**config.mk**
```make
export PLATFORM = sky130hd
export DESIGN_NAME = dma_burst_fifo
export DESIGN_NICKNAME = d
export VERILOG_FILES = /design/src/rtl/dma_burst_fifo.sv
export SDC_FILE = /design/constraint.sdc
export NUM_CORES = 1
export LEC_CHECK = 0
export CAP_MARGIN = 20
export CORE_UTILIZATION = 46
export DETAILED_ROUTE_END_ITERATION = 8
export PLACE_DENSITY = 0.68
export SLEW_MARGIN = 20
export SYNTH_ARGS = -nofsm -noshare
export SYNTH_HDL_FRONTEND = slang
export SYNTH_SLANG_ARGS = --single-unit
```
**constraint.sdc**
```tcl
create_clock -name clk -period 2.7 [get_ports clk]
set_clock_uncertainty 0.15 [all_clocks]
set_input_delay 0.27 -clock clk [delete_from_list [all_inputs] [get_ports clk]]
set_output_delay 0.27 -clock clk [all_outputs]
set_load 0.005 [all_outputs]
```
**src/rtl/dma_burst_fifo.sv**
```systemverilog
// Single-clock DMA burst FIFO with occupancy/threshold flags, sticky error flags,
// synchronous flush and a choice of registered or fall-through read data.
module dma_burst_fifo #(
   parameter int FIFO_WIDTH   = 16,
   parameter int FIFO_DEPTH   = 8,
   parameter int FALL_THROUGH = 0,
   parameter int AF_LEVEL     = FIFO_DEPTH - 2,
   parameter int AE_LEVEL     = 1
) (
   input  logic                          clk,
   input  logic                          rst_n,
   input  logic [FIFO_WIDTH-1:0]         data_in,
   input  logic                          wr_en,
   input  logic                          rd_en,
   input  logic                          flush,
   output logic [FIFO_WIDTH-1:0]         data_out,
   output logic                          rd_valid,
   output logic                          full,
   output logic                          empty,
   output logic                          almost_full,
   output logic                          almost_empty,
   output logic [$clog2(FIFO_DEPTH):0]   count,
   output logic                          overflow,
   output logic                          underflow
);

   localparam int AW = $clog2(FIFO_DEPTH);
   localparam int CW = AW + 1;

   // Handshake: wr_en/rd_en are requests sampled every rising edge. A request is
   // accepted (wr_acc/rd_acc) only when the FIFO can honour it in that cycle; a
   // rejected request is dropped and recorded in the sticky overflow/underflow
   // flag. rd_valid marks the cycles in which data_out carries a popped word.
   logic [AW-1:0]         wr_ptr_q, wr_ptr_d;
   logic [AW-1:0]         rd_ptr_q, rd_ptr_d;
   logic [CW-1:0]         count_q, count_d;
   logic                  overflow_q, overflow_d;
   logic                  underflow_q, underflow_d;
   logic [FIFO_WIDTH-1:0] mem_q [FIFO_DEPTH];
   logic                  full_w, empty_w;
   logic                  rd_acc, wr_acc;

   assign full_w  = (count_q == CW'(FIFO_DEPTH));
   assign empty_w = (count_q == '0);

   // Flush blocks both sides; a full FIFO still takes a write paired with a read.
   assign rd_acc = rd_en && !empty_w && !flush;
   assign wr_acc = wr_en && (!full_w || rd_acc) && !flush;

   always_comb begin
      wr_ptr_d    = wr_ptr_q;
      rd_ptr_d    = rd_ptr_q;
      count_d     = count_q;
      overflow_d  = overflow_q;
      underflow_d = underflow_q;
      if (flush) begin
         wr_ptr_d    = '0;
         rd_ptr_d    = '0;
         count_d     = '0;
         overflow_d  = 1'b0;
         underflow_d = 1'b0;
      end else begin
         if (wr_acc) wr_ptr_d = wr_ptr_q + 1'b1;
         if (rd_acc) rd_ptr_d = rd_ptr_q + 1'b1;
         case ({wr_acc, rd_acc})
            2'b10:   count_d = count_q + CW'(1);
            2'b01:   count_d = count_q - CW'(1);
            default: count_d = count_q;
         endcase
         if (wr_en && !wr_acc) overflow_d  = 1'b1;
         if (rd_en && empty_w) underflow_d = 1'b1;
      end
   end

   always_ff @(posedge clk or negedge rst_n) begin
      if (!rst_n) begin
         wr_ptr_q    <= '0;
         rd_ptr_q    <= '0;
         count_q     <= '0;
         overflow_q  <= 1'b0;
         underflow_q <= 1'b0;
      end else begin
         wr_ptr_q    <= wr_ptr_d;
         rd_ptr_q    <= rd_ptr_d;
         count_q     <= count_d;
         overflow_q  <= overflow_d;
         underflow_q <= underflow_d;
      end
   end

   // Storage is deliberately left out of reset so it can map onto RAM.
   always_ff @(posedge clk) begin
      if (wr_acc) mem_q[wr_ptr_q] <= data_in;
   end

   generate
      if (FALL_THROUGH != 0) begin : g_ft
         assign data_out = mem_q[rd_ptr_q];
         assign rd_valid = !empty_w;
      end else begin : g_reg
         logic [FIFO_WIDTH-1:0] data_out_q, data_out_d;
         logic                  rd_valid_q, rd_valid_d;

         always_comb begin
            data_out_d = data_out_q;
            rd_valid_d = 1'b0;
            if (rd_acc) begin
               data_out_d = mem_q[rd_ptr_q];
               rd_valid_d = 1'b1;
            end
         end

         always_ff @(posedge clk or negedge rst_n) begin
            if (!rst_n) begin
               data_out_q <= '0;
               rd_valid_q <= 1'b0;
            end else begin
               data_out_q <= data_out_d;
               rd_valid_q <= rd_valid_d;
            end
         end

         assign data_out = data_out_q;
         assign rd_valid = rd_valid_q;
      end
   endgenerate

   assign full         = full_w;
   assign empty        = empty_w;
   assign almost_full  = (count_q >= CW'(AF_LEVEL));
   assign almost_empty = (count_q <= CW'(AE_LEVEL));
   assign count        = count_q;
   assign overflow     = overflow_q;
   assign underflow    = underflow_q;

endmodule

```
==> results.json <==
{
  "run_status": "finished, final reports clean",
  "drv_cap": 0,
  "worst-r2r-cell-count": 7,
  "yosys.area.top_type_share_pct": 60.76,
  "r2r_slack_ps": 490,
  "numCtsBuffers": 17,
  "yosys.area_share.adder_pct": 1.187,
  "worst-path-buf-inv": 3,
  "p_leak_nw": 2.711,
  "hold_buffers": 0,
  "setup.worst_path.start": "count[1]",
  "cts_tree": "done",
  "peakVddDrop_uv": 527.5,
  "wl_per_cell_um": 18.68,
  "synth.ff_latch_count": 157,
  "finalSetupTns_ps": 0,
  "dpl_cell_area_um2": 7112,
  "slew_headroom_pct": 57.34,
  "cp_top_family": "buffers and inverters",
  "syn-num-nets": 440,
  "portBuffers": 47,
  "reg2reg_to": "count[1]",
  "syn_inst": 413,
  "arrival_ps": 2180,
  "core_area_um2": 13350,
  "final_area_um2": 7701,
  "synthTopCellsByArea": "edfxtp_1 (61%), dfrtp_1 (11%), mux2i_1 (10%)",
  "crit_path_top_delay_cell": "clkdlybuf4s50_1",
  "cp.depth": 5,
  "synth_top_cell_by_area": "edfxtp_1",
  "synth_edf_count": 128,
  "p_total_w": 0.006167,
  "setup_viol": 0,
  "synthMuxAreaShare_pct": 10.80,
  "grt_max_degree": 34,
  "r2r_start": "count[1]",
  "finalCritPeriodShare_pct": 96.45,
  "n_antenna_cell": 0,
  "setup_ws_ps": 95.93,
  "via_count": 3564,
  "fp.dieW_um": 119.3,
  "cts_setup_buffers": 0,
  "drc_errors": 0,
  "routed_wl_um": 12500,
  "critPathCapture": "empty",
  "grt_pass1_wl_um": 19790,
  "synth_ff_type": "edfxtp_1",
  "top_level_ports": 48,
  "min_path_type": "in -> async",
  "clkTransAtPathRegs_ps": 60,
  "post-place-ws_ps": 322.6,
  "drt_first_pass_iters": 4,
  "critPathMaxStageDelay_ps": 500,
  "synth.most_common_cell": "edfxtp_1",
  "die_area_um2": 14230,
  "nNetsFinal": 507,
  "synth_xor_area_share_pct": 0.6922,
  "yosysWarningCount": 0,
  "viasPerCell": 5.327,
  "power_per_cell_area_nw_per_um2": 800.8,
  "grt_antenna_before_repair": 0,
  "fin_crit_ps": 2604,
  "cp_max_fo": 7,
  "syn_area_um2": 6326,
  "rows": 42,
  "grt_setup_unrepaired": "no",
  "final_hold_viol_count": 0,
  "ys_async_sr_fraction_pct": 18.47,
  "die_y_um": 119.3,
  "grt_use_total_pct": 19.19,
  "drive_gt1_share_pct": 12.58,
  "path_class": "reg -> out",
  "cp_data_required_time_ps": 2280,
  "synth-compound-area-share_pct": 5.360,
  "synth_top_family_by_area": "multiplexers",
  "place_congestion": 0.8511,
  "syn2layout_area_growth_pct": 21.74,
  "crit_chain": "inv_1 -> ha_4 -> or3b_4 -> clkinv_4 -> clkdlybuf4s50_1",
  "ant_nets": 0,
  "cts.sinks": 157,
  "clock_latency_ps": 410,
  "cts_root_buffer": "clkbuf_16",
  "synth-simple-area-share_pct": 7.397,
  "start_kind": "register",
  "tightest_slew_ps": 640.0,
  "grt_pass1_vias": 3665,
  "dp.cells": 637,
  "first_iter_violations": 297,
  "seq_area_frac_synth_pct": 72.23,
  "ys_top_cells_by_count": "edfxtp_1 (128), mux2i_1 (66), nand2_1 (38)",
  "syn_area_per_cell_um2": 15.32,
  "fmax_ghz": 0.3840,
  "clock_path_buffers": 2,
  "instances_no_fill": 669,
  "dp_hpwl_um": 7718,
  "initial_utilization_pct": 47.39,
  "grt-ovfl-total": 0,
  "synthDistinctLibCells": 38,
  "cp-end-kind": "output port",
  "htreeDepth": 4,
  "report.final.slew_viol_count": 0
}
-- placed cells by master, fill, tap and decap left out, drive strengths merged, types with 2 or more instances in the layout --
cell type      synthesis  final
edfxtp               128    128
mux2i                 66     66
clkdlybuf4s50          0     47
nand2                 39     39
a22oi                 32     32
dfrtp                 29     29
clkbuf                 8     24
buf                   14     23
nor2                  20     20
nand3                 19     19
inv                    5      7
nand2b                 6      6
ha                     6      6
o21ai                  5      5
xor2                   5      5
nor2b                  4      4
clkinv                 2      4
a21oi                  3      3
nor4                   3      3
nor3                   3      3
mux2                   2      2
clkinvlp               0      2
bufinv                 0      2
-- cell type report --
| class | instances | area, um2 |
|---|---|---|
| fill | 1070 | 5647 |
| sequential | 157 | 4576 |
| multi-input combinational | 227 | 1634 |
| timing repair buffer | 70 | 668.1 |
| clock buffer | 24 | 461.7 |
| tap | 176 | 220.2 |
| clock inverter | 8 | 110.1 |
| inverter | 7 | 31.28 |
-- report_power, final --
group	total, W	internal, W	switching (W)
clock network	0.00229	0.00140	0.000891
logic	0.000931	0.000534	0.000397
registers	0.00295	0.00279	0.000156
total	0.00617	0.00472	0.00144
-- cell families after synthesis --
group / count (synthesis)
muxes: 68
xor gates and xnor gates: 5
DFF: 157
AOI/OAI and AO/OA: 47
adders and majority gates: 6
buffers and inverters: 29
and+or+nand+nor: 101
-- registers in the layout, summed over array words and instances, names as in the netlist --
signal	flops
wr_ptr_q	3
underflow	1
data_out	16
rd_ptr_q	3
count	4
overflow	1
rd_valid	1
mem_q	128
-- repair_timing --
action,CTS,global route
gates resized for setup,2,3
endpoints found under the setup margin,1,1
pin swaps,0,0
-- worst min path at each step --
stage                         endpoint  slack (ps)  depth (start not counted)
after floorplan               count[0]        -180                          0
after global placement    data_out[14]         310                          2
after detailed placement   data_out[9]         320                          2
after CTS                     count[0]         130                          2
after global routing       data_out[0]         160                          2
final                         count[2]         120                          2
-- per-layer routing --
| layer | part of all wire, % | GRT usage [%] | wire length (um) |
|---|---|---|---|
| met4 | 1.5 | 8.544 | 187 |
| met5 | 0 | 0 | 0 |
| met2 | 51 | 31.80 | 6325 |
| met1 | 44 | 24.39 | 5474 |
| met3 | 4.1 | 3.831 | 508 |
-- through the flow --
| stage | hold slack (ps) | util, % |
|---|---|---|
| 2_1_floorplan | -175.6 | - |
| 3_3_place_gp | 310.2 | 53.28 |
| 3_5_place_dp | 317.3 | 53.28 |
| 4_1_cts | 128.5 | 57.60 |
| 5_1_grt | 158.2 | 57.70 |
| 6_report | 121.9 | 57.70 |
(Power assumes the default switching activity.)
